--- src/rtl/dmix_audio_pkg.sv ---
// Shared audio definitions for the mixer front-end receivers.
// Holds the default sample width and the channel encoding.
// Combinational helpers only; no state lives here.
package dmix_audio_pkg;

  // Default captured sample width for all audio receivers
  localparam int SAMPLE_W = 24;

  // Channel tags carried alongside each sample
  localparam logic CH_LEFT  = 1'b0;
  localparam logic CH_RIGHT = 1'b1;

  // Width of a saturating bit counter that must reach the value w
  function automatic int cnt_w(input int w);
    return $clog2(w) + 1;
  endfunction

endpackage

--- src/rtl/sync_ff.sv ---
// Single-bit synchroniser for signals arriving from another clock domain.
// Latency: STAGES clk cycles from input change to q.
// No backpressure; the input is sampled every cycle.
module sync_ff #(
  parameter int STAGES = 2
) (
  input  logic clk,
  input  logic rst,
  input  logic d,
  output logic q
);

  logic [STAGES-1:0] ff;

  // Shift the asynchronous input through the flop chain
  always_ff @(posedge clk) begin
    if (rst) begin
      ff <= '0;
    end else begin
      ff <= {ff[STAGES-2:0], d};
    end
  end

  assign q = ff[STAGES-1];

endmodule

--- src/rtl/i2s_rx.sv ---
// Philips I2S slave receiver delivering channel-tagged samples to the mixer.
// Latency: valid_o rises SYNC_STAGES+2 clk cycles after sck_i is first sampled high on a WS boundary rise.
// Backpressure: one held sample; a word completing while it is untaken is dropped and flagged on overflow_o.
module i2s_rx
  import dmix_audio_pkg::*;
#(
  parameter int DATA_W      = SAMPLE_W,
  parameter int SYNC_STAGES = 2
) (
  input  logic              clk,
  input  logic              rst,
  input  logic              sck_i,
  input  logic              ws_i,
  input  logic              sda_i,
  output logic [DATA_W-1:0] data_o,
  output logic              lrck_o,
  output logic              valid_o,
  input  logic              ack_i,
  output logic              overflow_o,
  output logic              locked_o
);

  localparam int CW = cnt_w(DATA_W);

  // Synchronised copies of the I2S pins
  logic sck_s;
  logic ws_s;
  logic sda_s;

  // Edge detect and the sample taken on each SCK rise
  logic sck_s_d;
  logic rise;
  logic smp_vld;
  logic smp_bit;
  logic smp_ws;

  // Deserialiser state
  logic [CW-1:0]     cnt;
  logic [DATA_W-1:0] shreg;
  logic              ws_q;
  logic [CW-1:0]     cnt_ins;
  logic [DATA_W-1:0] shreg_ins;
  logic              boundary;

  // Completed word waiting for the output register
  logic              done_q;
  logic [DATA_W-1:0] done_dat;
  logic              done_ch;

  sync_ff #(.STAGES(SYNC_STAGES)) u_sync_sck (.clk(clk), .rst(rst), .d(sck_i), .q(sck_s));
  sync_ff #(.STAGES(SYNC_STAGES)) u_sync_ws  (.clk(clk), .rst(rst), .d(ws_i),  .q(ws_s));
  sync_ff #(.STAGES(SYNC_STAGES)) u_sync_sda (.clk(clk), .rst(rst), .d(sda_i), .q(sda_s));

  assign rise     = sck_s & ~sck_s_d;
  assign boundary = smp_vld & (smp_ws != ws_q);

  // Capture SDA and WS on every detected SCK rise
  always_ff @(posedge clk) begin
    if (rst) begin
      sck_s_d <= 1'b0;
      smp_vld <= 1'b0;
      smp_bit <= 1'b0;
      smp_ws  <= CH_LEFT;
    end else begin
      sck_s_d <= sck_s;
      smp_vld <= rise;
      if (rise) begin
        smp_bit <= sda_s;
        smp_ws  <= ws_s;
      end
    end
  end

  // Place the sampled bit MSB-first; bits past DATA_W are dropped and cnt saturates
  always_comb begin
    shreg_ins = shreg;
    cnt_ins   = cnt;
    if (cnt < CW'(DATA_W)) begin
      for (int i = 0; i < DATA_W; i++) begin
        if (cnt == CW'(DATA_W - 1 - i)) begin
          shreg_ins[i] = smp_bit;
        end
      end
      cnt_ins = cnt + 1'b1;
    end
  end

  // Deserialise; a WS change closes the word of the previous channel including this bit
  always_ff @(posedge clk) begin
    if (rst) begin
      cnt      <= '0;
      shreg    <= '0;
      ws_q     <= CH_LEFT;
      locked_o <= 1'b0;
      done_q   <= 1'b0;
      done_dat <= '0;
      done_ch  <= CH_LEFT;
    end else begin
      done_q <= 1'b0;
      if (boundary) begin
        done_q   <= locked_o;
        done_dat <= shreg_ins;
        done_ch  <= ws_q;
        cnt      <= '0;
        shreg    <= '0;
        ws_q     <= smp_ws;
        locked_o <= 1'b1;
      end else if (smp_vld) begin
        cnt   <= cnt_ins;
        shreg <= shreg_ins;
      end
    end
  end

  // Output holding register with valid/ack handshake and overflow flag
  always_ff @(posedge clk) begin
    if (rst) begin
      data_o     <= '0;
      lrck_o     <= CH_LEFT;
      valid_o    <= 1'b0;
      overflow_o <= 1'b0;
    end else begin
      overflow_o <= 1'b0;
      if (done_q) begin
        if (!valid_o || ack_i) begin
          data_o  <= done_dat;
          lrck_o  <= done_ch;
          valid_o <= 1'b1;
        end else begin
          overflow_o <= 1'b1;
        end
      end else if (valid_o && ack_i) begin
        valid_o <= 1'b0;
      end
    end
  end

endmodule

--- config.mk ---
export PLATFORM = sky130hd
export DESIGN_NAME = i2s_rx
export DESIGN_NICKNAME = d
export VERILOG_FILES = /design/src/rtl/dmix_audio_pkg.sv /design/src/rtl/sync_ff.sv /design/src/rtl/i2s_rx.sv
export SDC_FILE = /design/constraint.sdc
export NUM_CORES = 1
export LEC_CHECK = 0
export CAP_MARGIN = 5
export CELL_PAD_IN_SITES_DETAIL_PLACEMENT = 1
export CELL_PAD_IN_SITES_GLOBAL_PLACEMENT = 1
export CORE_ASPECT_RATIO = 1.5
export CORE_MARGIN = 2
export CORE_UTILIZATION = 47
export CTS_BUF_LIST = sky130_fd_sc_hd__clkbuf_16
export DETAILED_ROUTE_END_ITERATION = 10
export PLACE_DENSITY_LB_ADDON = 0.2
export SLEW_MARGIN = 20
export SYNTH_ARGS = -nofsm -noshare
export SYNTH_HDL_FRONTEND = slang
export SYNTH_SLANG_ARGS = --single-unit
--- constraint.sdc ---
create_clock -name clk -period 2.5 [get_ports clk]
set_input_delay 0.375 -clock clk [delete_from_list [all_inputs] [get_ports clk]]
set_output_delay 0.375 -clock clk [all_outputs]
set_load 0.01 [all_outputs]
==> metrics <==
outcome=finished, final reports clean; critical path arrival=1.96 ns; RSZ-0062 raised after global routing=false; H-Tree Depth=3; GR Util All Layers=25.13%; FMAX=568.9 MHz; Syn Area/Cell=8.676 sq um; Flop pwr share=48.5%; Internal=2509 uW; Overflow after GRT=0; Finished Layout Cells=587; # nets final=485; Starting Density=48.48%; HP Class=reg2reg; CP startpoint kind=register; Clock power frac=49.2%; core area=0.008464 sq mm; synthesis-to-layout area growth=16.22%; setup tns final=0 ns; DR vias=3637; Die Ht=118.4 um; crit-path max cell delay=0.54 ns; CP Class=reg2reg; drc violations=0; worst path bufs/invs=1; clock period minus worst slack=1.758 ns; # port buffers=33; share of total power in combinational logic=2.2%; worst setup margin=0.7423 ns; worst skew pair latency=0.35 ns; Clock Pin Slew Worst Setup and Hold Paths=0.06 ns; CP Max Fanout=8; sw frac=20.07%; CTS buffer count=9; Iteration-0 DRC Markers=218; Psw=629.9 uW; Netlist cell types=34; First-pass DRT Iterations=4; hold buffers post-CTS=0; Pwr Density=658.1 mW/mm^2; number of global-route vias before repair=3715; I/O pins=34; Routed wire per std cell=19.05 um; Setup crit end kind=register; Syn Inst Count=473; Design Area, Final=0.004770 sq mm; largest net degree at the start of global routing=54; # resized after CTS=0; period utilization=70.31%; post-synthesis cell area=0.004104 sq mm; Vias/cell=6.196; CP delay by family, top=simple AND/OR/NAND/NOR gates; clock tree buffer depth=2; Syn Nets=483; clk sinks=95; Post-Route WL=11.18 mm; Post-DP HPWL=7.396 mm; Rel. slew slack=47.73%; die area=0.009511 sq mm; pre-CTS setup slack=0.6458 ns; Site Rows=41; Slew @ Worst Pin=0.7807 ns; Synth warnings=0; ANT cells=0; share of cells above drive strength 1=6.458%; DRT antenna net count=0; routability congestion estimate=0.8199; Hold Vio Cnt, Final=0; max-cap viol count=0; leakage=0.001492 uW; Synth Register Bits=95; post-CTS repair timing setup buffer count=0; slowest stage cell, crit path=or3b_1; placed cells=571; Max Clock Skew=0.005491 ns; clock root buffer=clkbuf_16; Die X=80.30 um; first-pass GRT wire length=18.75 mm; Final Max Tran Viols=0; Required @ worst endpoint=2.70 ns; ordered list of cells on the worst path=inv_1 > ha_1 > or3b_1 > o2111ai_1 > o211ai_1; ys async rst share=0%; predominant post-synthesis flop cell=dfxtp_1; Post-synth EDFFs=0; CTS tree=done; DP Area=0.004432 sq mm; final setup fails=0; initial antenna violation count=0; Worst VDD drop=0.4025 mV; share of the yosys chip area belonging to registers=46.34%
==> flip-flops by register name (all words and copies together) (netlist names) <==
register and count:
valid_o 1, cnt 6, sck_s_d 1, overflow_o 1
ws_q 1, u_sync_sck.ff 2, smp_bit 1, smp_ws 1
u_sync_ws.ff 2, done_dat 24, done_q 1, shreg 24
locked_o 1, done_ch 1, data_o 24, smp_vld 1
u_sync_sda.ff 2, lrck_o 1
==> layout by cell type, fill, tap and decap left out, types with 10 or more instances in the layout <==
master	synthesis	layout
a21oi_1	57	57
o211ai_1	24	24
nor2b_1	11	10
inv_1	27	28
o2111ai_1	24	24
dfxtp_1	95	95
o21ai_0	41	41
o21ai_1	10	10
nand3_1	51	51
clkdlybuf4s50_1	0	33
nand4_1	24	24
==> power groups by stage <==
stage	Combinational, uW	Sequential (uW)	Clock, uW
3_3_place_gp	67.9	1560	0
6_report	69.3	1520	1550
4_1_cts	70.0	1520	1570
5_1_grt	75.9	1520	1640
2_1_floorplan	49.1	1560	0
3_5_place_dp	69.8	1560	0
==> routing by layer <==
layer	global-route usage, %	part of all wire, %	vias to the layer above
met2	42.92	52	89
met3	4.046	4.5	23
met1	30.43	41	1787
met4	11.12	2.8	0
li1	-	-	1738
met5	0	0	-
==> worst paths after layout <==
check	depth (start not counted)	end	slack, ns	startpoint
max reg2reg	5	done_dat[17]$_SDFFE_PP0P_	0.74	cnt[0]$_SDFFE_PP0P_
min reg2reg	1	smp_vld$_SDFF_PP0_	0.41	sck_s_d$_SDFF_PP0_
max	5	done_dat[17]$_SDFFE_PP0P_	0.74	cnt[0]$_SDFFE_PP0P_
min	1	smp_vld$_SDFF_PP0_	0.41	sck_s_d$_SDFF_PP0_
==> cell families (layout without fill, tap and decap cells) <==
family	Yosys count	count (layout)	share of synthesized area (%)
xor gates and xnor gates	1	1	0.3964
adders and majority gates	4	4	1.220
muxes	3	3	0.7317
and+or+nand+nor	132	132	20.15
buffers and inverters	78	85	7.683
DFF	95	95	46.34
AOI/OAI and AO/OA	160	160	23.48
==> layout make-up <==
type	instances	area [sq um]
fillers	976	3695
repair buffers	41	390.4
clock buffers	9	225.2
flip-flops and latches	95	1902
clock inverters	7	112.6
multi-input cells	300	1901
well taps	107	133.9
inverters	28	105.1
==> synth_stat cells, drive strengths merged (8+ instances only) <==
cell,n,area [sq um]
a21oi,57,285.3
and3b,8,70.07
buf,21,101.4
clkbuf,29,108.9
dfxtp,95,1902
inv,28,105.1
nand3,51,255.2
nand4,24,150.1
nor2b,11,68.82
o2111ai,24,210.2
o211ai,24,180.2
o21ai,51,255.3
==> stage by stage <==
step,total power (uW),hold WS (ns),util [%]
floorplan,1605,0.3924,-
global placement,1626,0.3982,52.36
detailed placement,1628,0.4128,52.36
CTS,3165,0.4161,56.35
global route,3236,0.4443,56.35
finish,3139,0.4112,56.35
Power figures use the tool's default switching activity.
